`config.mk`:
```
export PLATFORM = sky130hd
export DESIGN_NAME = csr_trap_sequencer
export DESIGN_NICKNAME = d
export VERILOG_FILES = /design/src/rtl/csr_trap_sequencer_pkg.sv /design/src/rtl/csr_trap_sequencer.sv
export SDC_FILE = /design/constraint.sdc
export NUM_CORES = 1
export LEC_CHECK = 0
export BUFFER_PORTS_ARGS = -buffer_cell sky130_fd_sc_hd__buf_2
export CAP_MARGIN = 20
export CORE_MARGIN = 5
export CORE_UTILIZATION = 45
export CTS_CLUSTER_SIZE = 14
export DETAILED_ROUTE_END_ITERATION = 12
export PLACE_DENSITY = 0.86
export SLEW_MARGIN = 25
export SYNTH_ARGS = -nofsm -noshare
export SYNTH_HDL_FRONTEND = slang
export SYNTH_SLANG_ARGS = --single-unit
```
`constraint.sdc`:
```
create_clock -name clk -period 2.3 [get_ports clk]
set_input_delay 0.23 -clock clk [delete_from_list [all_inputs] [get_ports clk]]
set_output_delay 0.23 -clock clk [all_outputs]
set_load 0.02 [all_outputs]
```
`src/rtl/csr_trap_sequencer_pkg.sv`:
```
// CSR addresses, field positions and FSM state encodings for the trap sequencer.
package csr_trap_sequencer_pkg;

    localparam logic [13:0] CSR_CRMD   = 14'h000;
    localparam logic [13:0] CSR_PRMD   = 14'h001;
    localparam logic [13:0] CSR_ESTAT  = 14'h005;
    localparam logic [13:0] CSR_ERA    = 14'h006;
    localparam logic [13:0] CSR_BADV   = 14'h007;
    localparam logic [13:0] CSR_EENTRY = 14'h00c;
    localparam logic [13:0] CSR_SAVE0  = 14'h030;

    localparam int CRMD_PLV_LSB    = 0;
    localparam int CRMD_IE         = 2;
    localparam int PRMD_PPLV_LSB   = 0;
    localparam int PRMD_PIE        = 2;
    localparam int ESTAT_ECODE_LSB = 16;
    localparam int ESTAT_ESUB_LSB  = 22;
    localparam int EENTRY_ALIGN    = 6;

    localparam logic [3:0] S_IDLE       = 4'd0;
    localparam logic [3:0] S_X_RD_CRMD  = 4'd1;
    localparam logic [3:0] S_X_WR_PRMD  = 4'd2;
    localparam logic [3:0] S_X_WR_CRMD  = 4'd3;
    localparam logic [3:0] S_X_WR_ERA   = 4'd4;
    localparam logic [3:0] S_X_WR_ESTAT = 4'd5;
    localparam logic [3:0] S_X_WR_BADV  = 4'd6;
    localparam logic [3:0] S_X_REDIR    = 4'd7;
    localparam logic [3:0] S_R_RD_PRMD  = 4'd8;
    localparam logic [3:0] S_R_RD_CRMD  = 4'd9;
    localparam logic [3:0] S_R_WR_CRMD  = 4'd10;
    localparam logic [3:0] S_R_REDIR    = 4'd11;

endpackage

```
`src/rtl/csr_trap_sequencer.sv`:
```
// Arbitrates the CSR file ports between pipeline csrrd/csrwr and the trap entry / ERTN sequences.
// Handshake: a csrwr is taken in the cycle pipe_wr_valid && pipe_wr_ready; nothing is held over.
module csr_trap_sequencer
    import csr_trap_sequencer_pkg::*;
#(
    parameter int CSR_AW  = 14,
    parameter int XLEN    = 32,
    parameter int ECODE_W = 6
) (
    input  logic                clk,
    input  logic                reset,
    input  logic                excp_valid,
    input  logic [ECODE_W-1:0]  excp_ecode,
    input  logic [8:0]          excp_esubcode,
    input  logic [XLEN-1:0]     excp_pc,
    input  logic [XLEN-1:0]     excp_badv,
    input  logic                excp_badv_vld,
    input  logic                ertn_valid,
    input  logic                pipe_wr_valid,
    output logic                pipe_wr_ready,
    input  logic [CSR_AW-1:0]   pipe_waddr,
    input  logic [XLEN-1:0]     pipe_wdata,
    input  logic [CSR_AW-1:0]   pipe_raddr,
    output logic [XLEN-1:0]     pipe_rdata,
    output logic                csr_wr_en,
    output logic [CSR_AW-1:0]   csr_waddr,
    output logic [XLEN-1:0]     csr_wdata,
    output logic [CSR_AW-1:0]   csr_raddr,
    input  logic [XLEN-1:0]     csr_rdata,
    output logic                busy,
    output logic                redirect_valid,
    output logic [XLEN-1:0]     redirect_pc,
    output logic [3:0]          dbg_state
);

    logic [3:0]         state_q, state_d;
    logic [ECODE_W-1:0] ecode_q;
    logic [8:0]         esub_q;
    logic [XLEN-1:0]    pc_q;
    logic [XLEN-1:0]    badv_q;
    logic               badv_vld_q;
    logic [XLEN-1:0]    crmd_q;
    logic [2:0]         prmd_q;
    logic               estat_top_q;
    logic [15:0]        estat_low_q;

    always_ff @(posedge clk) begin
        if (!reset) begin
            state_q     <= S_IDLE;
            ecode_q     <= '0;
            esub_q      <= '0;
            pc_q        <= '0;
            badv_q      <= '0;
            badv_vld_q  <= 1'b0;
            crmd_q      <= '0;
            prmd_q      <= '0;
            estat_top_q <= 1'b0;
            estat_low_q <= '0;
        end else begin
            state_q <= state_d;
            if (state_q == S_IDLE && excp_valid) begin
                ecode_q    <= excp_ecode;
                esub_q     <= excp_esubcode;
                pc_q       <= excp_pc;
                badv_q     <= excp_badv;
                badv_vld_q <= excp_badv_vld;
            end
            if (state_q == S_X_RD_CRMD || state_q == S_R_RD_CRMD) begin
                crmd_q <= csr_rdata;
            end
            if (state_q == S_R_RD_PRMD) begin
                prmd_q <= csr_rdata[2:0];
            end
            if (state_q == S_X_WR_ERA) begin
                estat_top_q <= csr_rdata[XLEN-1];
                estat_low_q <= csr_rdata[15:0];
            end
        end
    end

    always_comb begin
        state_d        = state_q;
        csr_raddr      = pipe_raddr;
        csr_wr_en      = 1'b0;
        csr_waddr      = '0;
        csr_wdata      = '0;
        redirect_valid = 1'b0;
        redirect_pc    = '0;
        pipe_wr_ready  = 1'b0;
        case (state_q)
            S_IDLE: begin
                pipe_wr_ready = ~excp_valid & ~ertn_valid;
                if (excp_valid) begin
                    state_d = S_X_RD_CRMD;
                end else if (ertn_valid) begin
                    state_d = S_R_RD_PRMD;
                end else if (pipe_wr_valid) begin
                    csr_wr_en = 1'b1;
                    csr_waddr = pipe_waddr;
                    csr_wdata = pipe_wdata;
                end
            end
            S_X_RD_CRMD: begin
                csr_raddr = CSR_AW'(CSR_CRMD);
                state_d   = S_X_WR_PRMD;
            end
            S_X_WR_PRMD: begin
                csr_wr_en = 1'b1;
                csr_waddr = CSR_AW'(CSR_PRMD);
                csr_wdata = {{(XLEN-3){1'b0}}, crmd_q[CRMD_IE], crmd_q[CRMD_PLV_LSB+:2]};
                state_d   = S_X_WR_CRMD;
            end
            S_X_WR_CRMD: begin
                csr_wr_en = 1'b1;
                csr_waddr = CSR_AW'(CSR_CRMD);
                csr_wdata = {crmd_q[XLEN-1:3], 3'b000};
                state_d   = S_X_WR_ERA;
            end
            S_X_WR_ERA: begin
                csr_wr_en = 1'b1;
                csr_waddr = CSR_AW'(CSR_ERA);
                csr_wdata = pc_q;
                csr_raddr = CSR_AW'(CSR_ESTAT);
                state_d   = S_X_WR_ESTAT;
            end
            S_X_WR_ESTAT: begin
                csr_wr_en = 1'b1;
                csr_waddr = CSR_AW'(CSR_ESTAT);
                csr_wdata = {estat_top_q, esub_q, ecode_q, estat_low_q};
                state_d   = badv_vld_q ? S_X_WR_BADV : S_X_REDIR;
            end
            S_X_WR_BADV: begin
                csr_wr_en = 1'b1;
                csr_waddr = CSR_AW'(CSR_BADV);
                csr_wdata = badv_q;
                state_d   = S_X_REDIR;
            end
            S_X_REDIR: begin
                csr_raddr      = CSR_AW'(CSR_EENTRY);
                redirect_valid = 1'b1;
                redirect_pc    = {csr_rdata[XLEN-1:EENTRY_ALIGN], {EENTRY_ALIGN{1'b0}}};
                state_d        = S_IDLE;
            end
            S_R_RD_PRMD: begin
                csr_raddr = CSR_AW'(CSR_PRMD);
                state_d   = S_R_RD_CRMD;
            end
            S_R_RD_CRMD: begin
                csr_raddr = CSR_AW'(CSR_CRMD);
                state_d   = S_R_WR_CRMD;
            end
            S_R_WR_CRMD: begin
                csr_wr_en = 1'b1;
                csr_waddr = CSR_AW'(CSR_CRMD);
                csr_wdata = {crmd_q[XLEN-1:3], prmd_q[PRMD_PIE], prmd_q[PRMD_PPLV_LSB+:2]};
                state_d   = S_R_REDIR;
            end
            S_R_REDIR: begin
                csr_raddr      = CSR_AW'(CSR_ERA);
                redirect_valid = 1'b1;
                redirect_pc    = csr_rdata;
                state_d        = S_IDLE;
            end
            default: state_d = S_IDLE;
        endcase
        // A cycle with reset low abandons everything: no write or redirect escapes.
        if (!reset) begin
            csr_wr_en      = 1'b0;
            redirect_valid = 1'b0;
            pipe_wr_ready  = 1'b0;
        end
    end

    assign pipe_rdata = csr_rdata;
    assign busy       = (state_q != S_IDLE);
    assign dbg_state  = state_q;

    a_no_req_while_busy: assert property (@(posedge clk) disable iff (!reset)
        busy |-> !(excp_valid || ertn_valid));

endmodule

```
After elaboration in Yosys (flattened, before gate mapping)
Cells that the tools add are included.
{"block": "word_totals", "register_bits": 136, "in_bits": 177, "wordCells": 55}
{"block": "classes", "n_mux": 23, "bitwise_logic": 3, "n_reduce_logical": 7, "eq_ne": 12}
{"op": "$pmux W32 S7", "count": 1}
{"op": "$pmux W14 S5", "count": 2}
{"op": "$mux W32", "count": 3}
{"op": "$pmux W32 S2", "count": 1}
{"op": "$mux W14", "count": 3}
{"op": "$pmux W4 S10", "count": 1}
{"op": "$eq A4 B3 Y1 const B", "count": 4}
{"op": "$eq A4 B4 Y1 const B", "count": 4}
{"op": "$mux W1", "count": 9}
{"op": "$eq A4 B2 Y1 const B", "count": 2}
{"op": "$mux W4", "count": 2}
{"op": "$reduce_or A6 Y1", "count": 1}
{"op": "$eq A4 B1 Y1 const B", "count": 1}
{"op": "$logic_not A4 Y1", "count": 1}
{"op": "$reduce_bool A4 Y1", "count": 1}
{"op": "$reduce_or A2 Y1", "count": 2}
{"op": "$ne A3 B3 Y1 const B", "count": 1}
{"op": "$not A1 Y1", "count": 2}
{"op": "$pmux W1 S2", "count": 1}
{"op": "$and A1 B1 Y1", "count": 1}
{"op": "$logic_and A1 B1 Y1", "count": 1}
{"op": "$logic_or A1 B1 Y1", "count": 1}

Longest topological paths before layout
{"block": "depth", "word_depth": 5, "ltp_mapped": 7}

Worst setup path after synthesis
No wires, ideal clock.
{"block": "synth_path", "path_kind": "register to output", "from": "register state_q[1] (netlist: dbg_state[1])", "to": "output port csr_wdata[11]", "t_required_ps": 2070, "n_path_buf": 3, "path_stages_with_launch": 7, "setup_slack_ps": 160, "t_arrival_ps": 1910, "path_cell_list": "dfxtp_1 buf_2 buf_6 buf_2 mux2_2 a222oi_1 nand2_1"}
{"block": "synth_between", "elab_chain_cells": 2, "elab_cells_between_ends": 8, "classes_between": "6 x eq/ne; 1 x mux; 1 x reduce/logical"}
{"item": "start, declared", "line_no": "csr_trap_sequencer.sv:36", "text": "logic [3:0] state_q, state_d;"}
{"item": "start signal, assigned", "line_no": "csr_trap_sequencer.sv:60", "text": "state_q <= state_d;"}
{"item": "$eq A4 B4 Y1, or another cell as far along", "line_no": "csr_trap_sequencer.sv:90", "text": "case (state_q)"}
{"item": "$pmux W32 S7 *", "line_no": "csr_trap_sequencer.sv:90"}
{"item": "end, declared", "line_no": "csr_trap_sequencer.sv:27", "text": "output logic [XLEN-1:0] csr_wdata,"}
Mark *: on every way between the ends. The rest lies on a longest branch, timed or not.

Worst setup path after layout
{"block": "layout_path", "from": "register state_q[3] (netlist: dbg_state[3])", "to": "output port csr_wdata[15]"}
Same word-level chain as after synthesis.

==> flow_summary_export.csv <==
group,metric,value,unit
clock_network,cts.path.max_buffers,2,
yosys,synth_edf_count,0,
yosys,syn_inst,910,
timing,fin_crit_sh,105,%
floorplanning,die_area,17700,µm²
floorplanning,start_util,45.4,%
clock_network,cts-root-buf,"clkbuf_16",
yosys,synth_nets,1087,
final_layout,nFillCells,1155,
yosys,synthesis.area,6820,µm²
global_routing,grt_start_max_net_pins,62,
timing,slew_violations,0,
final_layout,multi_input_area,3890,µm²
hold_path,min_path_type,"primary input to flop",
timing,setup_viol,72,
worst_setup_path,cp-end-kind,"primary output",
placement,port_buffers,308,
clock_network,hold_buffers,0,
global_routing,antenna_found_initial,0,
placement,post-place-ws,0.203,ns
timing,hold_viol_final,0,
clock_network,cts_buffers,17,
routing,dr.pass1.iters,5,
pwr,ir_drop,0.000533,V
status,status,"finished with violations",
routing,drc,0,
yosys,ys_ff_latch,136,
pwr,p_leak,4.52,nW
clock_network,clk_pin_slew_worst_paths,0.06,ns
routing,vias_per_cell,5.75,
yosys,syn_area_per_cell,7.50,µm²
status,failed_checks,"setup timing",
yosys,synth_cell_types,46,
clock_network,clkSinkCount,136,
yosys,ys_warn_count,0,
timing,postLayoutSetupSlackWorst,-0.118,ns
global_routing,grt_pass1_vias,7432,
final_layout,layout.cells.non_filler,1404,
placement,dpl.cell_count,1334,
worst_setup_path,rrSetupSlack,0.14,ns
timing,clock_skew,0.0115,ns
yosys,ys_async_sr_fraction,0,%
final_layout,syn_to_final_growth,52.5,%
run,maxCapViolations,0,
floorplanning,coreArea,15000,µm²
final_layout,fin_nets,1379,
clock_network,cts_tree,"built",
routing,postRouteAntennaNets,0,
worst_setup_path,path_class,"flop to primary output",
clock_network,worst_skew_pair.late_latency,0.42,ns
floorplanning,die_w,133,µm
yosys,ys.flop_type,"dfxtp_1",
final_layout,drive_above_1_share,44.0,%
worst_setup_path,cp.required,2.07,ns
timing,setup-tns-final,-4.50,ns
placement,gp_congestion,0.917,
routing,wirelength,29200,µm
timing,rsz0062_at_grt,"true",
floorplanning,die_h,133,µm
global_routing,grt_overflow,0,
routing,first_iter_violations,865,
final_layout,seq_area,2740,µm²
worst_setup_path,arrival,2.19,ns
floorplanning,num_io_pins,309,
hold_path,holdPathStages,3,
global_routing,grt_use_total,28.7,%
timing,tightest_slew,0.722,ns
floorplanning,rows,45,
worst_setup_path,path_max_fanout,5,
worst_setup_path,startpoint_type,"flop",
timing,slew_headroom,51.9,%
yosys,yosysSeqAreaShare,39.9,%
routing,vias,8069,
pwr,p_per_area,758,nW/µm²
placement,post-dp-hpwl,18100,µm
worst_setup_path,reg2reg_depth,8,
timing,fmax,0.414,GHz
timing,period_minus_slack,2.42,ns
routing,wl_per_cell,20.8,µm
clock_network,cts-htree-levels,4,
global_routing,grt_pass1_wl,39900,µm
==> worst max-delay path, cell delays in order (launching register included) <==
cell and delay, ns:
dfxtp_4 0.35, nor4_4 0.31, inv_2 0.09, nor4b_4 0.23, buf_6 0.20, buf_12 0.15
buf_16 0.12, a222oi_1 0.08, nand2_1 0.11, buf_6 0.13
==> metal layers <==
metal | wire length (µm) | track usage [%]
met1 | 10700 | 34.9
met2 | 14200 | 49.3
met3 | 3140 | 6.91
met4 | 1120 | 11.0
met5 | 0 | 0
==> cells by family after synthesis <==
logic type | after synthesis | share of synthesized area (%)
AOI/OAI and AO/OA | 240 | 22.4
xor gates and xnor gates | 2 | 0.257
buffers and inverters | 111 | 8.69
DFF | 136 | 39.9
muxes | 18 | 2.84
and+or+nand+nor | 403 | 25.9
==> final timing paths <==
| path | endpoint | start |
|---|---|---|
| worst max-delay path | csr_wdata[15] | dbg_state[3] |
| worst min-delay path | esub_q[1] | excp_esubcode[1] |
| worst max register to register | estat_low_q[14] | dbg_state[3] |
| worst min register to register | badv_q[18] | badv_q[18] |
==> power by group <==
part / switching [mW] / internal [mW] / total, mW
sequential: 0.176 / 2.61 / 2.79
combinational: 1.44 / 0.956 / 2.39
clock: 1.07 / 1.63 / 2.70
total: 2.69 / 5.20 / 7.88
==> sequential cells by signal, summed over array words and instances (netlist names) <==
signal and flops:
estat_low_q 16, pc_q 32, prmd_q 3, dbg_state 4
badv_vld_q 1, ecode_q 6, badv_q 32, estat_top_q 1
crmd_q 32, esub_q 9
==> placed cells by master, fill, tap and decap left out, drive strengths merged, types with 3 or more instances in the layout <==
cell type / netlist / layout
nor2: 12 / 12
nand3: 4 / 5
a21oi: 134 / 134
o22a: 16 / 16
inv: 5 / 7
clkbuf: 37 / 24
o21ai: 5 / 5
nor3: 6 / 6
a222oi: 11 / 11
nor2b: 6 / 6
a221oi: 4 / 4
a22o: 3 / 3
a22oi: 54 / 54
mux2: 11 / 11
and2: 57 / 57
nand2b: 3 / 3
buf: 69 / 372
nand2: 306 / 306
dfxtp: 136 / 136
mux2i: 7 / 7
clkinv: 0 / 8
==> layout make-up <==
type	instances	area share (%)
clock inverters	14	1.42
flip-flops and latches	136	26.3
repair buffers	378	28.1
multi-input cells	664	37.5
well taps	188	2.26
clock buffers	18	4.22
inverters	5	0.205
diodes	1	0.0241
==> through the flow <==
step           hold WS (ns)  util, %  total power, mW  cell area (µm²)
6_report             0.0399     69.2             7.88            10400
5_1_grt              0.0404     69.2             8.19            10400
4_1_cts              0.0313     64.1             7.66             9640
3_5_place_dp          0.444     56.0             4.79             8420
3_3_place_gp          0.439     56.0             4.76             8420
2_1_floorplan         0.366        -             4.03             6820
==> Yosys cell counts, types with 2 or more instances <==
library cell	n	area, µm²
mux2i_1	7	70.1
o22a_1	16	140
buf_2	30	150
nand3_1	4	20.0
nand2b_1	3	18.8
o31ai_1	2	15.0
and2_1	57	357
a222oi_1	11	110
a221o_1	2	20.0
nand2_1	306	1150
nor3_2	2	20.0
inv_2	3	11.3
nor3_1	3	15.0
inv_1	2	7.51
nor2_1	12	45.0
a22oi_1	54	405
clkbuf_1	37	139
nor2b_1	6	37.5
a21oi_1	134	671
o21ai_0	5	25.0
dfxtp_1	136	2720
buf_1	3	11.3
a22o_1	3	26.3
mux2_2	11	124
a221oi_1	4	35.0
o32a_1	2	20.0
or3_1	2	12.5
buf_4	35	263
==> repair_timing <==
item / 4_1_cts / 5_1_grt
hold endpoints to repair: 0 / 0
setup endpoints to repair: 93 / 87
pin swaps: 41 / 30
gates cloned: 4 / 8
resized for setup: 125 / 155
setup buffers: 13 / 13
No activity file was read; power rests on OpenSTA's default activity.
